## src/rtl/game_pkg.sv

```systemverilog
// Shared codes, session state encoding and small helpers for the reaction game session logic.
package game_pkg;

   localparam logic [3:0] CODE_BLANK = 4'd0;
   localparam logic [3:0] CODE_RIGHT = 4'd10;
   localparam logic [3:0] CODE_WRONG = 4'd11;

   typedef enum logic [1:0] {
      IDLE  = 2'b00,
      PLAY  = 2'b01,
      SCORE = 2'b10
   } state_t;

   function automatic logic is_result(input logic [3:0] code);
      return (code == CODE_RIGHT) || (code == CODE_WRONG);
   endfunction

   // Counters stop at the session length instead of wrapping.
   function automatic logic [3:0] sat_inc(input logic [3:0] val, input logic [3:0] lim);
      return (val >= lim) ? lim : val + 4'd1;
   endfunction

endpackage

```

## src/rtl/game_session_ctrl_edge_rise.sv

```systemverilog
// Rising-edge detector: remembers last cycle's level and flags a low-to-high change.
module edge_rise (
   input  logic clk,
   input  logic rst_n,
   input  logic level,
   output logic rise
);

   logic level_d;

   always_ff @(posedge clk or negedge rst_n) begin
      if (!rst_n) level_d <= 1'b0;
      else        level_d <= level;
   end

   assign rise = level & ~level_d;

endmodule

```

## src/rtl/game_session_ctrl.sv

```systemverilog
// Session sequencer for the reaction game: start -> ROUNDS rounds -> score display -> idle.
// Optional unanswered-target timeout is built in when SESSION_TIMEOUT_EN is defined.
module game_session_ctrl
   import game_pkg::*;
#(
   parameter int ROUNDS     = 5,
   parameter int SCORE_HOLD = 20_000_000,
   parameter int TIMEOUT    = 30_000_000
) (
   input  logic       clk,
   input  logic       rst_n,
   input  logic       start,
   input  logic [3:0] game_value,
   output logic       game_rst,
   output logic [3:0] disp_value,
   output logic [3:0] round_cnt,
   output logic       busy,
   output logic       done
);

   localparam logic [3:0]  ROUNDS_L  = 4'(ROUNDS);
   localparam logic [24:0] HOLD_LAST = 25'(SCORE_HOLD - 1);

   state_t      state, state_nxt;
   logic        game_rst_nxt, busy_nxt, done_nxt;
   logic [3:0]  disp_nxt, round_nxt, hits, hits_nxt;
   logic [24:0] hold_cnt, hold_nxt;
   logic        start_rise, result_flag, result_rise, miss;

   assign result_flag = is_result(game_value);

   edge_rise u_start_edge (
      .clk   (clk),
      .rst_n (rst_n),
      .level (start),
      .rise  (start_rise)
   );

   edge_rise u_result_edge (
      .clk   (clk),
      .rst_n (rst_n),
      .level (result_flag),
      .rise  (result_rise)
   );

`ifdef SESSION_TIMEOUT_EN
   localparam logic [24:0] TIMEOUT_LAST = 25'(TIMEOUT - 1);

   logic [24:0] timer, timer_nxt;
   logic        target;

   assign target = (game_value >= 4'd1) && (game_value <= 4'd4);
   assign miss   = (state == PLAY) && target && (timer == TIMEOUT_LAST);

   // Timer only runs while a target is shown; any other code or state clears it.
   always_comb begin
      timer_nxt = '0;
      if ((state == PLAY) && target && !miss) timer_nxt = timer + 25'd1;
   end

   always_ff @(posedge clk or negedge rst_n) begin
      if (!rst_n) timer <= '0;
      else        timer <= timer_nxt;
   end
`else
   assign miss = 1'b0;
`endif

   always_comb begin
      state_nxt    = state;
      game_rst_nxt = game_rst;
      disp_nxt     = disp_value;
      round_nxt    = round_cnt;
      hits_nxt     = hits;
      busy_nxt     = busy;
      done_nxt     = 1'b0;
      hold_nxt     = '0;
      case (state)
         IDLE: begin
            game_rst_nxt = 1'b1;
            disp_nxt     = CODE_BLANK;
            busy_nxt     = 1'b0;
            if (start_rise) begin
               state_nxt    = PLAY;
               round_nxt    = 4'd0;
               hits_nxt     = 4'd0;
               game_rst_nxt = 1'b0;
               busy_nxt     = 1'b1;
            end
         end
         PLAY: begin
            busy_nxt     = 1'b1;
            game_rst_nxt = miss;
            disp_nxt     = game_value;
            if (result_rise || miss) begin
               round_nxt = sat_inc(round_cnt, ROUNDS_L);
               if (result_rise && (game_value == CODE_RIGHT))
                  hits_nxt = sat_inc(hits, ROUNDS_L);
               // Final round goes straight to the score using the updated tally.
               if (round_nxt == ROUNDS_L) begin
                  state_nxt    = SCORE;
                  game_rst_nxt = 1'b1;
                  disp_nxt     = hits_nxt;
               end
            end
         end
         SCORE: begin
            game_rst_nxt = 1'b1;
            busy_nxt     = 1'b1;
            disp_nxt     = hits;
            hold_nxt     = hold_cnt + 25'd1;
            if (hold_cnt == HOLD_LAST) begin
               state_nxt = IDLE;
               done_nxt  = 1'b1;
               busy_nxt  = 1'b0;
               disp_nxt  = CODE_BLANK;
               hold_nxt  = '0;
            end
         end
         default: begin
            state_nxt    = IDLE;
            game_rst_nxt = 1'b1;
            disp_nxt     = CODE_BLANK;
            busy_nxt     = 1'b0;
         end
      endcase
   end

   always_ff @(posedge clk or negedge rst_n) begin
      if (!rst_n) begin
         state      <= IDLE;
         game_rst   <= 1'b1;
         disp_value <= CODE_BLANK;
         round_cnt  <= 4'd0;
         hits       <= 4'd0;
         busy       <= 1'b0;
         done       <= 1'b0;
         hold_cnt   <= '0;
      end else begin
         state      <= state_nxt;
         game_rst   <= game_rst_nxt;
         disp_value <= disp_nxt;
         round_cnt  <= round_nxt;
         hits       <= hits_nxt;
         busy       <= busy_nxt;
         done       <= done_nxt;
         hold_cnt   <= hold_nxt;
      end
   end

endmodule

```

## config.mk

```make
export PLATFORM = sky130hd
export DESIGN_NAME = game_session_ctrl
export DESIGN_NICKNAME = d
export VERILOG_FILES = /design/src/rtl/game_pkg.sv /design/src/rtl/game_session_ctrl_edge_rise.sv /design/src/rtl/game_session_ctrl.sv
export SDC_FILE = /design/constraint.sdc
export NUM_CORES = 1
export LEC_CHECK = 0
export CORE_UTILIZATION = 55
export DETAILED_ROUTE_END_ITERATION = 12
export GPL_TIMING_DRIVEN = 0
export HOLD_SLACK_MARGIN = 0.03
export PLACE_DENSITY = 0.86
export SYNTH_ARGS = -nofsm -noshare
export SYNTH_HDL_FRONTEND = slang
export SYNTH_SLANG_ARGS = --single-unit
export TNS_END_PERCENT = 10
```

## constraint.sdc

```tcl
create_clock -name clk -period 2.9 [get_ports clk]
set_input_delay 0.29 -clock clk [delete_from_list [all_inputs] [get_ports clk]]
set_output_delay 0.29 -clock clk [all_outputs]
set_load 0.01 [all_outputs]
```

# Yosys cells after proc, flatten, opt, wreduce, memory -nomap -nowiden
# Cells that the tools add are included.
[totals]
ff_bits = 44
input_bits = 7
output_inout_bits = 11
wordCells = 63
[classes]
add_sub_neg = 3
order_cmp = 2
n_eq_ne = 10
mux = 28
bitwise_logic = 4
n_reduce_logical = 6
[op_table]
columns = ["operator", "count"]
rows = [
  ["$mux W25", 2],
  ["$mux W4", 9],
  ["$add A25 B1 Y25 const B", 1],
  ["$eq A25 B25 Y1 const B", 1],
  ["$pmux W4 S2", 3],
  ["$add A4 B1 Y4 const B", 2],
  ["$eq A4 B4 Y1 const B", 2],
  ["$ge A4 B3 Y1 const B", 2],
  ["$mux W2", 4],
  ["$ne A2 B2 Y1 const B", 4],
  ["$mux W1", 7],
  ["$pmux W2 S3", 1],
  ["$eq A4 B3 Y1 const B", 1],
  ["$reduce_and A4 Y1", 1],
  ["$pmux W1 S3", 1],
  ["$reduce_and A3 Y1", 1],
  ["$and A1 B1 Y1", 2],
  ["$eq A2 B1 Y1 const B", 1],
  ["$eq A2 B2 Y1 const B", 1],
  ["$logic_not A2 Y1", 1],
  ["$not A1 Y1", 2],
  ["$pmux W1 S2", 1],
  ["$reduce_bool A2 Y1", 1],
  ["$logic_and A1 B1 Y1", 1],
  ["$logic_or A1 B1 Y1", 1],
]

# Longest topological paths before layout
[logic_depth]
ltp_word = 8
ltp_mapped = 8
depth_no_buf = 7

# By module
# Synthesis repeated with hierarchy kept, for this count alone.
[hier_totals]
cells_unflattened = 239
area_unflattened_um2 = 2413.6
[modules_own_cells]
columns = ["mod", "instances", "cells_per_inst", "area_each_um2", "seq_area_each_um2"]
rows = [
  ["game_session_ctrl", 1, 235, 2336.0, 1052.3],
  ["edge_rise", 2, 2, 38.8, 25.0],
]

# Least setup slack after synthesis
# Ideal clock, no wire load.
[synth_timing]
path_type = "register to register"
start = "reg round_cnt[0]"
end = "reg disp_value[1]"
setup_time_ns = 0.122
arrival_time_ns = 1.723
required_ns = 2.778
slack_ns = 1.055
path_stages_with_launch = 9
path_buffers = 1
period_less_slack_ns = 1.845
path_cell_list = "dfrtp_1 inv_1 ha_1 nor2_1 a221oi_1 nor2b_1 clkbuf_1 o211ai_1 a32o_1"
[synth_between]
elab_chain_cells = 6
elab_cells_between_ends = 7
cone_classes = "add/sub: 1; order compare: 1; eq/ne: 1; mux: 4"
[synth_rtl]
columns = ["element", "line_no", "source"]
rows = [
  ["start, declared", "game_session_ctrl.sv:16", "output logic [3:0] round_cnt,"],
  ["start signal, assigned", "game_session_ctrl.sv:143", "round_cnt <= round_nxt;"],
  ["$add A4 B1 Y4 or $ge A4 B3 Y1 (tied branches)", "game_pkg.sv:20", "return (val >= lim) ? lim : val + 4'd1;"],
  ["$mux W4 *", "game_pkg.sv:20", ""],
  ["$eq A4 B3 Y1 *", "game_session_ctrl.sv:100", "if (round_nxt == ROUNDS_L) begin"],
  ["$mux W4 *", "game_session_ctrl.sv:100", ""],
  ["$mux W4 *", "game_session_ctrl.sv:95", "if (result_rise || miss) begin"],
  ["$pmux W4 S2 *", "game_session_ctrl.sv:78", "case (state)"],
  ["via disp_nxt[1]", "game_session_ctrl.sv:26", "logic [3:0] disp_nxt, round_nxt, hits, hits_nxt;"],
  ["end signal, assigned", "game_session_ctrl.sv:142", "disp_value <= disp_nxt;"],
  ["end, declared", "game_session_ctrl.sv:15", "output logic [3:0] disp_value,"],
]
# The timed path passes the listed nets; every way through them passes the cells marked *.
# A chain may end at the register's enable or synchronous reset.

# Worst setup path in the final report
# Same ends and word-level chain as after synthesis.

==> results.txt <==
Initial antenna violation count -> 0
H-tree depth -> 2
Status -> complete, no violations
Total CTS buffers -> 5
Number of global-route vias before repair -> 1637
Count leader, synth -> dfrtp_1
Critical path arrival -> 2.27 ns
Setup crit end kind -> flop
Synthesized area -> 2396 um2
Synth Flop Type -> dfrtp_1
Ys async rst share -> 100.0%
Fmax -> 0.4791 GHz
Core box area -> 4086 um2
Final worst path period share -> 71.97%
Placer Congestion -> 0.8141
YS warnings -> 0
Clk buf depth -> 2
Peak VDD IR -> 308.0 uV
Vias per cell -> 5.888
# port buffers -> 16
Synth cell count leaders -> 43 x dfrtp_1, 33 x nor2_1, 16 x nand2_1
Worst clock skew -> 0.009687 ns
Max_slew headroom -> 51.39%
Leak pwr -> 1.091 nW
Synth Net Count -> 263
Post-route ant nets -> 0
DRT iter0 DRCs -> 204
Post-route setup slack -> 0.8129 ns
Post-CTS resize count -> 0
Total congestion overflow -> 0
Largest net degree at the start of global routing -> 36
Crit path launch type -> flop
Hold WC Path Type -> in2async
Total Routing Usage GR -> 22.70%
TNS Setup -> 0 ns
Die Width -> 68.01 um
Crit Path Class -> reg2reg
WP data required -> 3.08 ns
Total I/O pin count -> 18
DR vias -> 1890
Cell Rows -> 23
Crit path time final -> 2.087 ns
Final setup viols -> 0
Initial Util -> 58.63%
Fin. Hold Viols -> 0
Critical path peak fanout -> 7
Worst-path clk slew -> 0.08 ns
Nets -> 288
#FFs+latches synth -> 44
Pre-CTS setup slack -> 0.7879 ns
Post-synth EDFFs -> 0
Max-cap violations -> 0
DP HPWL -> 3301 um
Sequential area share after synthesis -> 46.01%
Die height -> 68.01 um
Clk Latency, worst-skew pair -> 0.29 ns
Hold_ws -> 0.3853 ns
Synthesis-to-finish area growth -> 14.41%
First-pass DRT Iterations -> 5
Ant. Diodes -> 0
Top cell type's share of synthesized area -> 44.91%
TritonCTS clock tree -> yes
Drt wl/cell -> 14.53 um
DRC viols -> 0
Global-route wire length before repair -> 7679 um
CTS Root Cell -> clkbuf_8
Post-Syn Area per Cell -> 9.780 um2
Layout cell share with drive strength beyond 1 -> 8.487%
Cell accounting for the most synthesized area -> dfrtp_1
Max-slew violation count -> 0
CP Launch Point -> round_cnt[0]
Post-Synthesis Cells -> 245
DRT Wirelength -> 4663 um
R2r startpoint -> round_cnt[0]
Worst-margin pin slew -> 0.7225 ns
Post-CTS setup buffer count -> 0
Area contributors post-synth -> dfrtp_1 45%, ha_1 5.7%, nor2_1 5.2%
Synth unique cells -> 47
PwrDens -> 546.7 nW/um2
Num Clock Sinks -> 44
DIE AREA -> 4625 um2
RSZ-0062 raised after global routing -> no
-- critical path: stages, from the launching register on --
cell	delay (ns)
dfrtp_1	0.43
inv_1	0.10
ha_1	0.32
nor2_1	0.15
a221oi_1	0.11
nor2b_1	0.13
clkbuf_1	0.31
o211ai_1	0.14
a32o_1	0.29
-- layout by cell type, fill, tap and decap left out, types with 6 or more instances in the layout --
| master | instances |
|---|---|
| nand2_1 | 16 |
| clkbuf_8 | 6 |
| clkdlybuf4s50_1 | 15 |
| inv_1 | 14 |
| ha_1 | 11 |
| o21ai_0 | 9 |
| a21oi_1 | 10 |
| nand3_1 | 13 |
| nor2_1 | 33 |
| xor2_1 | 9 |
| dfrtp_1 | 43 |
| xnor2_1 | 12 |
| nor4_1 | 6 |
-- stage by stage --
stage	instances	utilization, %	total power, mW	cell area [um2]
final	321	67.09	1.499	2741
after global routing	321	67.09	1.590	2741
after floorplan	245	-	0.9489	2396
after global placement	311	64.08	1.089	2619
after detailed placement	312	64.45	1.106	2634
after CTS	321	67.09	1.508	2741
-- final cells by class --
class                      count  area (um2)
buffer                         5       33.78
clock buffer                   6       82.58
clock inverter                 2       15.01
fill                         311        1345
inverter                      14       52.55
multi-input combinational    182        1207
sequential                    44        1102
tap                           50       62.56
timing repair buffer          18       185.2
-- what timing repair did --
item,in CTS,in global routing
hold buffers,1,0
hold endpoints to repair,8,0
endpoints found under the setup margin,0,0
-- power breakdown --
group | total, mW | switching (mW) | internal (mW) | leakage [nW]
Sequential | 0.695 | 0.0287 | 0.667 | 0.601
Clock | 0.398 | 0.205 | 0.193 | 0.0434
Combinational | 0.405 | 0.218 | 0.187 | 0.447
Total | 1.50 | 0.452 | 1.05 | 1.09
-- sequential cells by signal, indices dropped and copies added (netlist names) --
name / cells
game_rst: 1
hits: 4
disp_value: 4
u_start_edge.level_d: 1
hold_cnt: 25
u_result_edge.level_d: 1
done: 1
state: 2
busy: 1
round_cnt: 4
-- cell families after synthesis --
group	Yosys count	share of synthesized area (%)
adder cells (fa/ha/maj)	11	5.744
XOR/XNOR	21	7.676
AND/OR/NAND/NOR	106	23.34
flip-flops	44	46.01
multiplexers	3	1.305
buffers and inverters	19	3.603
AO/OA/AOI/OAI	41	12.32
-- final timing paths --
kind	endpoint	slack [ns]	cells after the start
hold / removal	hits[0]	0.39	2
setup / recovery	disp_value[1]	0.81	8
hold reg to reg	hold_cnt[0]	0.49	1
setup reg to reg	disp_value[1]	0.81	8
max in group asynchronous	state[0]	2.05	3
min in group clk	disp_value[0]	0.45	3
-- metal layers --
layer / part of all wire (%) / track usage [%] / wire length, um
met5: 0 / 0 / 0
met4: 1.7 / 8.073 / 78
met3: 5.6 / 6.000 / 261
met2: 47 / 33.70 / 2189
met1: 46 / 31.74 / 2133
(Power assumes the default switching activity.)
